## src/rtl/dq_out_serializer_if.sv

```systemverilog
// dq_out_serializer_if: write-word handshake and DQ output bundle for dq_out_serializer
interface dq_out_serializer_if #(
  parameter int DATA_WIDTH = 8,
  parameter int BEATS = 4
);
  logic [DATA_WIDTH*BEATS-1:0] wr_data;
  logic wr_valid;
  logic wr_ready;
  logic ddr_mode;
  logic [DATA_WIDTH-1:0] dq_rise;
  logic [DATA_WIDTH-1:0] dq_fall;
  logic dq_oe;
  logic busy;
  modport master (
    output wr_data, wr_valid, ddr_mode,
    input wr_ready, dq_rise, dq_fall, dq_oe, busy
  );
  modport slave (
    input wr_data, wr_valid, ddr_mode,
    output wr_ready, dq_rise, dq_fall, dq_oe, busy
  );
endinterface

```

## src/rtl/dq_out_serializer.sv

```systemverilog
// dq_out_serializer: FIFO-buffered SDR/DDR DQ serializer, one beat pair per cycle; DQ_SER_POSTAMBLE_EN adds a one-cycle postamble
module dq_out_serializer #(
  parameter int DATA_WIDTH = 8,
  parameter int BEATS = 4,
  parameter int FIFO_DEPTH = 4
) (
  input logic clk,
  input logic reset_n,
  dq_out_serializer_if.slave bus
);
  localparam int WW = DATA_WIDTH * BEATS;
  localparam int CW = $clog2(BEATS);
  localparam int AW = $clog2(FIFO_DEPTH);
  typedef enum logic [1:0] {IDLE, DRIVE, POST} state_t;
  state_t state_q, state_d;
  logic [WW-1:0] mem_q [FIFO_DEPTH];
  logic [WW-1:0] mem_d [FIFO_DEPTH];
  logic [AW-1:0] wr_ptr_q, wr_ptr_d, rd_ptr_q, rd_ptr_d;
  logic [AW:0] count_q, count_d;
  logic [WW-1:0] sh_q, sh_d, head;
  logic mode_q, mode_d;
  logic [CW-1:0] cnt_q, cnt_d;
  logic [DATA_WIDTH-1:0] rise_q, rise_d, fall_q, fall_d;
  logic oe_q, oe_d;
  logic push, pop, nonempty, last;
  assign nonempty = count_q != '0;
  assign bus.wr_ready = count_q != (AW+1)'(FIFO_DEPTH);
  assign push = bus.wr_valid & bus.wr_ready;
  assign head = mem_q[rd_ptr_q];
  assign last = cnt_q == (mode_q ? CW'(BEATS/2 - 1) : CW'(BEATS - 1));
  assign pop = nonempty & ((state_q != DRIVE) | last);
  assign bus.dq_rise = rise_q;
  assign bus.dq_fall = fall_q;
  assign bus.dq_oe = oe_q;
  assign bus.busy = oe_q | nonempty;
  always_comb begin
    mem_d = mem_q;
    if (push) mem_d[wr_ptr_q] = bus.wr_data;
    wr_ptr_d = wr_ptr_q + AW'(push);
    rd_ptr_d = rd_ptr_q + AW'(pop);
    count_d = count_q + (AW+1)'(push) - (AW+1)'(pop);
    state_d = state_q;
    sh_d = sh_q;
    mode_d = mode_q;
    cnt_d = cnt_q;
    rise_d = '0;
    fall_d = '0;
    oe_d = 1'b0;
    if (pop) begin
      state_d = DRIVE;
      mode_d = bus.ddr_mode;
      cnt_d = '0;
      sh_d = bus.ddr_mode ? head >> (2*DATA_WIDTH) : head >> DATA_WIDTH;
      rise_d = head[DATA_WIDTH-1:0];
      fall_d = bus.ddr_mode ? head[2*DATA_WIDTH-1:DATA_WIDTH] : head[DATA_WIDTH-1:0];
      oe_d = 1'b1;
    end else if (state_q == DRIVE && !last) begin
      cnt_d = cnt_q + CW'(1);
      sh_d = mode_q ? sh_q >> (2*DATA_WIDTH) : sh_q >> DATA_WIDTH;
      rise_d = sh_q[DATA_WIDTH-1:0];
      fall_d = mode_q ? sh_q[2*DATA_WIDTH-1:DATA_WIDTH] : sh_q[DATA_WIDTH-1:0];
      oe_d = 1'b1;
    end else if (state_q == DRIVE) begin
`ifdef DQ_SER_POSTAMBLE_EN
      state_d = POST;
      rise_d = fall_q;
      fall_d = fall_q;
      oe_d = 1'b1;
`else
      state_d = IDLE;
`endif
    end else begin
      state_d = IDLE;
    end
  end
  always_ff @(posedge clk) begin
    mem_q <= mem_d;
  end
  always_ff @(posedge clk) begin
    if (!reset_n) begin
      state_q <= IDLE;
      wr_ptr_q <= '0;
      rd_ptr_q <= '0;
      count_q <= '0;
      sh_q <= '0;
      mode_q <= 1'b0;
      cnt_q <= '0;
      rise_q <= '0;
      fall_q <= '0;
      oe_q <= 1'b0;
    end else begin
      state_q <= state_d;
      wr_ptr_q <= wr_ptr_d;
      rd_ptr_q <= rd_ptr_d;
      count_q <= count_d;
      sh_q <= sh_d;
      mode_q <= mode_d;
      cnt_q <= cnt_d;
      rise_q <= rise_d;
      fall_q <= fall_d;
      oe_q <= oe_d;
    end
  end
endmodule
```

## src/flat_wrapper.sv

```systemverilog
// flat-port wrapper written by rule: the top's interface ports become plain ports
module dq_out_serializer_flat 
#(
  parameter int DATA_WIDTH = 8,
  parameter int BEATS = 4,
  parameter int FIFO_DEPTH = 4
)
  (clk, reset_n, bus_wr_data, bus_wr_valid, bus_ddr_mode, bus_wr_ready, bus_dq_rise, bus_dq_fall, bus_dq_oe, bus_busy);
  dq_out_serializer_if #(.DATA_WIDTH(DATA_WIDTH), .BEATS(BEATS)) bus_i ();
  input logic clk;
  input logic reset_n;
  input wire logic [$bits(bus_i.wr_data)-1:0] bus_wr_data;
  input wire logic [$bits(bus_i.wr_valid)-1:0] bus_wr_valid;
  input wire logic [$bits(bus_i.ddr_mode)-1:0] bus_ddr_mode;
  output wire logic [$bits(bus_i.wr_ready)-1:0] bus_wr_ready;
  output wire logic [$bits(bus_i.dq_rise)-1:0] bus_dq_rise;
  output wire logic [$bits(bus_i.dq_fall)-1:0] bus_dq_fall;
  output wire logic [$bits(bus_i.dq_oe)-1:0] bus_dq_oe;
  output wire logic [$bits(bus_i.busy)-1:0] bus_busy;
  assign bus_i.wr_data = bus_wr_data;
  assign bus_i.wr_valid = bus_wr_valid;
  assign bus_i.ddr_mode = bus_ddr_mode;
  assign bus_wr_ready = bus_i.wr_ready;
  assign bus_dq_rise = bus_i.dq_rise;
  assign bus_dq_fall = bus_i.dq_fall;
  assign bus_dq_oe = bus_i.dq_oe;
  assign bus_busy = bus_i.busy;
  dq_out_serializer #(.DATA_WIDTH(DATA_WIDTH), .BEATS(BEATS), .FIFO_DEPTH(FIFO_DEPTH)) u_core (.clk(clk), .reset_n(reset_n), .bus(bus_i));
endmodule
```

## config.mk

```make
export PLATFORM = sky130hd
export DESIGN_NAME = dq_out_serializer_flat
export DESIGN_NICKNAME = d
export VERILOG_FILES = /design/src/rtl/dq_out_serializer_if.sv /design/src/rtl/dq_out_serializer.sv /design/src/flat_wrapper.sv
export SDC_FILE = /design/constraint.sdc
export NUM_CORES = 1
export LEC_CHECK = 0
export ABC_AREA = 0
export BUFFER_PORTS_ARGS = -buffer_cell sky130_fd_sc_hd__buf_4
export CORE_MARGIN = 2
export CORE_UTILIZATION = 54
export DETAILED_ROUTE_END_ITERATION = 7
export PLACE_DENSITY = 0.76
export RECOVER_POWER = 25
export SYNTH_ARGS = -nofsm -noshare
export SYNTH_HDL_FRONTEND = slang
export SYNTH_SLANG_ARGS = --single-unit
```

## constraint.sdc

```tcl
create_clock -name clk -period 3.65 [get_ports clk]
set_input_delay 0.73 -clock clk [delete_from_list [all_inputs] [get_ports clk]]
set_output_delay 0.73 -clock clk [all_outputs]
set_load 0.005 [all_outputs]
```

# After elaboration in Yosys (flattened, before gate mapping)
# Cells that the tools add are included.
[totals]
mem_count = 0
word_cells = 60
ff_bits = 188
out_inout_bits = 19
romBits = 0
latchBits = 0
mem_bits_rw = 0
inputBits = 36
[classes]
div = 0
shifts = 0
eq_ne = 3
n_reduce_logical = 6
n_mux = 21
order_cmp = 3
n_mul = 0
n_addsub = 5
bitwise_logic = 8
[ops]
columns = ["cell", "n"]
rows = [
  ["$mux 32", 5],
  ["$bwmux 128", 1],
  ["$bmux 32 s2", 1],
  ["$demux 32 s2", 1],
  ["$mux 24", 2],
  ["$mux 8", 6],
  ["$ge 3x3->1 const B", 2],
  ["$not 2->3", 2],
  ["$add 2x1->2", 2],
  ["$mux 1", 4],
  ["$add 3x1->3", 1],
  ["$lt 3x1->1 const B", 1],
  ["$ne 3x3->1 const B", 1],
  ["$reduce_bool 3->1", 1],
  ["$sub 3x1->3", 1],
  ["$add 2x1->2 const B", 1],
  ["$and 1x1->1", 2],
  ["$eq 2x2->1", 1],
  ["$logic_and 1x1->1", 2],
  ["$mux 2", 1],
  ["$ne 2x1->1 const B", 1],
  ["$not 1->1", 2],
  ["$or 1x1->1", 2],
  ["$reduce_bool 2->1", 1],
  ["other kinds (2)", 2],
]

# Depth between registers and ports, before layout
[logic_depth]
word_depth = 6
mapped_depth = 11
depth_no_buf = 9

# Least setup slack after synthesis
# OpenSTA, ideal clock, no wires.
[synth_timing]
path_type = "input-to-reg"
start = "in bus_wr_valid"
end = "reg u_core.mem_q[32] in the netlist's numbering, enable pin"
t_required_ps = 3182
path_buffers = 0
setup_time_ps = 468
path_stages = 2
arrival_ps = 3187
setup_slack_ps = -5
cell_sequence = "nand2_1 > nor3b_1"
[synth_between]
elab_chain_cells = 1
[synth_rtl]
columns = ["item", "line_no", "rtl"]
rows = [
  ["start: declaration", "flat_wrapper.sv:13", "input wire logic [$bits(bus_i.wr_valid)-1:0] bus_wr_valid;"],
  ["$and 1x1->1", "dq_out_serializer.sv:28", "assign push = bus.wr_valid & bus.wr_ready;"],
  ["end signal: assignment", "dq_out_serializer.sv:77", "mem_q <= mem_d;"],
  ["end: declaration", "dq_out_serializer.sv:16", "logic [WW-1:0] mem_q [FIFO_DEPTH];"],
]
# Every way passes these cells.
# A chain may end at the register's enable or synchronous reset.

# Final worst setup path
[layout_timing]
start = "reg u_core.count_q[1]"
end = "reg u_core.sh_q[4]"
[layout_between]
elab_chain_cells = 3
elab_cells_between_ends = 4
classes_between = "mux: 1; bitwise: 1; reduce/logical: 2"
[layout_rtl]
columns = ["item", "line_no", "rtl"]
rows = [
  ["start: declaration", "dq_out_serializer.sv:19", "logic [AW:0] count_q, count_d;"],
  ["start signal: assignment", "dq_out_serializer.sv:95", "count_q <= count_d;"],
  ["$reduce_bool 3->1 (*)", "dq_out_serializer.sv:26", "assign nonempty = count_q != '0;"],
  ["$and 1x1->1 (*)", "dq_out_serializer.sv:31", "assign pop = nonempty & ((state_q != DRIVE) | last);"],
  ["$mux 32 or $reduce_bool 2->1 (tied branches)", "--", ""],
  ["end signal: assignment", "dq_out_serializer.sv:85", "sh_q <= '0;"],
  ["end signal: assignment", "dq_out_serializer.sv:96", "sh_q <= sh_d;"],
  ["end: declaration", "dq_out_serializer.sv:20", "logic [WW-1:0] sh_q, sh_d, head;"],
]
# Every way passes the cells marked *; elsewhere a longest branch is shown, timed or not.

==> impl_results.html <==
<table>
<tr><th>Metric</th><th>Value</th></tr>
<tr><th colspan="2">Setup path</th></tr>
<tr><td>Required time reported for the critical path endpoint</td><td>3940 ps</td></tr>
<tr><td>Startpoint of the lowest-slack register-to-register path</td><td>u_core.count_q[1]$_SDFF_PN0_</td></tr>
<tr><td>Worst EP arrival</td><td>2740 ps</td></tr>
<tr><td>Type of the worst setup path</td><td>reg -&gt; reg</td></tr>
<tr><td>Critical path endpoint category</td><td>flip-flop</td></tr>
<tr><td>Crit path launch type</td><td>flip-flop</td></tr>
<tr><td>Worst setup path startpoint</td><td>u_core.count_q[1]$_SDFF_PN0_</td></tr>
<tr><td>CP Max Fanout</td><td>29</td></tr>
<tr><th colspan="2">Yosys</th></tr>
<tr><td>Synthesized flop and latch total</td><td>180</td></tr>
<tr><td>Sequential area share after synthesis</td><td>67.94%</td></tr>
<tr><td>Post-Syn Instances</td><td>468</td></tr>
<tr><td>Proportion of synthesized flip-flops having asynchronous set or reset</td><td>0%</td></tr>
<tr><td>Most used DFF post-synth</td><td>sky130_fd_sc_hd__edfxtp_1</td></tr>
<tr><td>Cell area after synthesis</td><td>0.007189 mm^2</td></tr>
<tr><td>Number of flops mapped to enable cells by yosys</td><td>128</td></tr>
<tr><td>Unique cell type count in the Yosys netlist</td><td>38</td></tr>
<tr><td>Number of warnings issued by yosys</td><td>0</td></tr>
<tr><td>Average footprint of a synthesized cell</td><td>15.36 um^2</td></tr>
<tr><td>Post-Syn Nets</td><td>507</td></tr>
<tr><th colspan="2">Route</th></tr>
<tr><td>Detailed-route wire length per cell</td><td>21.00 um</td></tr>
<tr><td>Total Wirelength</td><td>14.93 mm</td></tr>
<tr><td>First-pass DRT Iterations</td><td>5</td></tr>
<tr><td>Count of antenna-violating nets left after detailed routing</td><td>0</td></tr>
<tr><td>Total via count after detailed routing</td><td>4,261</td></tr>
<tr><td># DRC</td><td>0</td></tr>
<tr><td>Number of vias per cell</td><td>5.993</td></tr>
<tr><td>Detailed router's first-iteration violation count</td><td>296</td></tr>
<tr><th colspan="2">Clocking</th></tr>
<tr><td>Worst skew pair latency</td><td>430 ps</td></tr>
<tr><td>Root buf cell</td><td>sky130_fd_sc_hd__clkbuf_16</td></tr>
<tr><td>Hold buffer count at CTS</td><td>0</td></tr>
<tr><td>Deepest clock path buffer count</td><td>2</td></tr>
<tr><td>Gates resized, CTS repair</td><td>0</td></tr>
<tr><td>Number of sinks driven by the clock tree</td><td>180</td></tr>
<tr><td>Deepest level of the CTS H-tree</td><td>4</td></tr>
<tr><td>Clock-pin slew on the worst setup and hold paths</td><td>60 ps</td></tr>
<tr><td>TritonCTS clock tree</td><td>yes</td></tr>
<tr><td>Cts bufs inserted</td><td>17</td></tr>
<tr><td>Post-CTS setup buffers</td><td>0</td></tr>
<tr><th colspan="2">Die</th></tr>
<tr><td>Initial standard-cell utilization of the core</td><td>54.72%</td></tr>
<tr><td>Floorplan Core Area</td><td>0.01314 mm^2</td></tr>
<tr><td>Height of the die</td><td>119.4 um</td></tr>
<tr><td>Total Die Area</td><td>0.01425 mm^2</td></tr>
<tr><td>Horizontal die dimension</td><td>119.4 um</td></tr>
<tr><td>Number of ports placed on the die boundary</td><td>55</td></tr>
<tr><td>Number of rows in the core area</td><td>42</td></tr>
<tr><th colspan="2">Place</th></tr>
<tr><td>Number of buffer cells added on primary ports</td><td>54</td></tr>
<tr><td>GPL Wtd Cong</td><td>0.8922</td></tr>
<tr><td>Count of placed standard cells including taps</td><td>679</td></tr>
<tr><td>Placed wire-length estimate after detailed placement</td><td>9.027 mm</td></tr>
<tr><th colspan="2">GRT</th></tr>
<tr><td>Number of antenna violations at the first check in global routing</td><td>0</td></tr>
<tr><td>GRT Total Usage</td><td>22.08%</td></tr>
<tr><td>Vias in the first global route</td><td>4,342</td></tr>
<tr><td>First-pass GRT wire length</td><td>23.16 mm</td></tr>
<tr><td>Overall overflow remaining after global route</td><td>0</td></tr>
<tr><td>Pin count of the biggest net entering global routing</td><td>43</td></tr>
<tr><th colspan="2">Timing</th></tr>
<tr><td>Endpoints failing hold</td><td>0</td></tr>
<tr><td>Max-slew headroom</td><td>26.21%</td></tr>
<tr><td>Final clock period utilization by the worst path</td><td>66.94%</td></tr>
<tr><td>Max frequency</td><td>409.3 MHz</td></tr>
<tr><td>Total setup violations reported at the end of the flow</td><td>0</td></tr>
<tr><td>Minimum period implied by the final worst setup slack</td><td>2443 ps</td></tr>
<tr><td>Number of max-slew violations in the final report</td><td>0</td></tr>
<tr><td>Least-Margin Pin Slew</td><td>1107 ps</td></tr>
<tr><td>Setup skew after layout</td><td>8.836 ps</td></tr>
<tr><td>Setup repair after global routing missed its margin</td><td>no</td></tr>
<tr><td>Total Negative Setup Slacks</td><td>0 ps</td></tr>
<tr><th colspan="2">Cells and area</th></tr>
<tr><td>Filler Cell Count</td><td>995</td></tr>
<tr><td>Final non-filler cell total</td><td>711</td></tr>
<tr><td>Post-layout util</td><td>63.04%</td></tr>
<tr><td>Share of layout cells above drive strength 1</td><td>23.74%</td></tr>
<tr><td>Synth-to-Final Area Change</td><td>15.19%</td></tr>
<tr><td>NumNets Final</td><td>561</td></tr>
<tr><td>Count of inserted antenna diode cells</td><td>0</td></tr>
<tr><th colspan="2">Hold path</th></tr>
<tr><td>Hold Path Class</td><td>reg -&gt; reg</td></tr>
<tr><td>Worst hold path startpoint</td><td>u_core.sh_q[2]$_SDFFE_PN0P_</td></tr>
<tr><th colspan="2">Power and ir drop</th></tr>
<tr><td>Total power density per cell area</td><td>811.0 mW/mm^2</td></tr>
<tr><td>Relative contribution of combinational cells to total power</td><td>31.5%</td></tr>
<tr><td>Switching power</td><td>0.002096 W</td></tr>
<tr><td>Fraction of power consumed by sequential logic</td><td>42.3%</td></tr>
<tr><td>Clock Power Share</td><td>26.3%</td></tr>
<tr><td>Maximum vdd drop</td><td>0.0004840 V</td></tr>
<tr><td>Internal power</td><td>0.004620 W</td></tr>
<tr><td>Lkg Pwr</td><td>2.784 nW</td></tr>
<tr><td>Net Sw Frac</td><td>31.21%</td></tr>
<tr><th colspan="2">Outcome</th></tr>
<tr><td>Outcome</td><td>finished clean</td></tr>
<tr><th colspan="2">Job</th></tr>
<tr><td>Total of max-cap violations</td><td>0</td></tr>
</table>
[power groups by stage]
| stage | Clock [W] | Combinational, W | Sequential [W] |
|---|---|---|---|
| final | 0.00176 | 0.00211 | 0.00284 |
| after floorplan | 0 | 0.00156 | 0.00276 |
| after detailed placement | 0 | 0.00210 | 0.00288 |
| after global placement | 0 | 0.00204 | 0.00285 |
| after global routing | 0.00187 | 0.00228 | 0.00288 |
| after CTS | 0.00179 | 0.00211 | 0.00284 |
[per-layer routing]
metal	up-vias	global-route usage [%]	part of all wire (%)
met3	39	5.412	5.8
met4	0	12.13	3.7
met1	2153	26.52	40
met5	-	0	0
li1	1917	-	-
met2	152	36.78	51
[synthesized netlist by cell type, types with 3 or more instances]
master	count	share of area (%)
sky130_fd_sc_hd__dfxtp_1	52	14
sky130_fd_sc_hd__a32oi_1	9	1.1
sky130_fd_sc_hd__and2_1	3	0.26
sky130_fd_sc_hd__nand3_1	10	0.70
sky130_fd_sc_hd__mux2_2	17	2.7
sky130_fd_sc_hd__mux4_2	32	10
sky130_fd_sc_hd__or3_1	11	0.96
sky130_fd_sc_hd__xnor2_1	3	0.37
sky130_fd_sc_hd__nor3_1	10	0.70
sky130_fd_sc_hd__o2111a_1	8	1.3
sky130_fd_sc_hd__a22oi_1	7	0.73
sky130_fd_sc_hd__inv_1	13	0.68
sky130_fd_sc_hd__nor2_1	46	2.4
sky130_fd_sc_hd__edfxtp_1	128	53
sky130_fd_sc_hd__o21ai_0	9	0.63
sky130_fd_sc_hd__a21oi_1	20	1.4
sky130_fd_sc_hd__nand2b_1	3	0.26
sky130_fd_sc_hd__buf_2	11	0.77
sky130_fd_sc_hd__clkbuf_1	15	0.78
sky130_fd_sc_hd__o22ai_1	8	0.70
sky130_fd_sc_hd__mux2i_1	10	1.4
sky130_fd_sc_hd__nand2_1	23	1.2
[logic make-up (layout without fill, tap and decap cells)]
family,after synthesis,count (layout),synth area share [%]
compound gates,68,68,6.962
xor+xnor,5,5,0.7137
fa+ha+maj,3,3,0.6265
buf+inv,42,109,2.645
flops,180,180,67.94
mux,59,59,14.08
simple gates,111,111,7.031
[flip-flops by register name, indices dropped and copies added (netlist names)]
register            cells
u_core.mem_q          128
u_core.sh_q            24
u_core.bus.dq_fall      8
u_core.bus.dq_rise      8
u_core.count_q          3
u_core.cnt_q            2
u_core.rd_ptr_q         2
u_core.wr_ptr_q         2
u_core.bus.dq_oe        1
u_core.mode_q           1
u_core.state_q          1
[cells in the final DEF (no fill, tap or decap), drive strengths merged, types with 2 or more instances in the layout]
cell     count
edfxtp     128
nand2       23
a21oi       21
o2111a       8
mux4        32
buf         41
inv         13
ha           2
mux2        17
dfxtp       52
mux2i       10
o22ai        8
a32oi        9
nor2        46
a2111oi      2
o2111ai      2
nand3       10
o21ai        9
xnor2        4
nor3        11
clkinv       3
or3         11
a22oi        7
and2         3
nand2b       3
clkbuf      51
nor3b        2
[area by class of cell]
type                            instances  area (um^2)  area share [%]
Clock buffer                           28        538.0           6.496
Clock inverter                          4        43.79          0.5288
Inverter                               13        48.80          0.5892
Multi-Input combinational cell        246         2138           25.82
Sequential cell                       180         4886           59.00
Tap cell                              176        220.2           2.659
Timing Repair Buffer                   64        406.6           4.910
[path summary, 6_finish.rpt]
kind	to	slack, ps	cells past startpoint
worst min register to register	u_core.bus.dq_rise[2]$_SDFF_PN0_	470	2
worst max register to register	u_core.sh_q[4]$_SDFFE_PN0P_	1210	4
worst max-delay path	u_core.sh_q[4]$_SDFFE_PN0P_	1210	4
worst min-delay path	u_core.bus.dq_rise[2]$_SDFF_PN0_	470	2
[stage by stage]
stage | area [um^2] | hold slack [ps] | power [W] | setup WS [ps]
final | 8282 | 470.1 | 0.006716 | 1207
after global routing | 8282 | 488.3 | 0.007030 | 1111
after CTS | 8368 | 468.0 | 0.006738 | 1288
after detailed placement | 7786 | 457.3 | 0.004972 | 1345
after global placement | 7786 | 457.3 | 0.004896 | 1433
after floorplan | 7194 | 442.8 | 0.004319 | 172.1
[worst max-delay path, cell delays in order, from the launching register on]
cell	delay [ps]
sky130_fd_sc_hd__dfxtp_1	420
sky130_fd_sc_hd__or3_1	830
sky130_fd_sc_hd__o2111ai_1	610
sky130_fd_sc_hd__o22ai_1	370
sky130_fd_sc_hd__nor3_2	60
(Power assumes the default switching activity.)
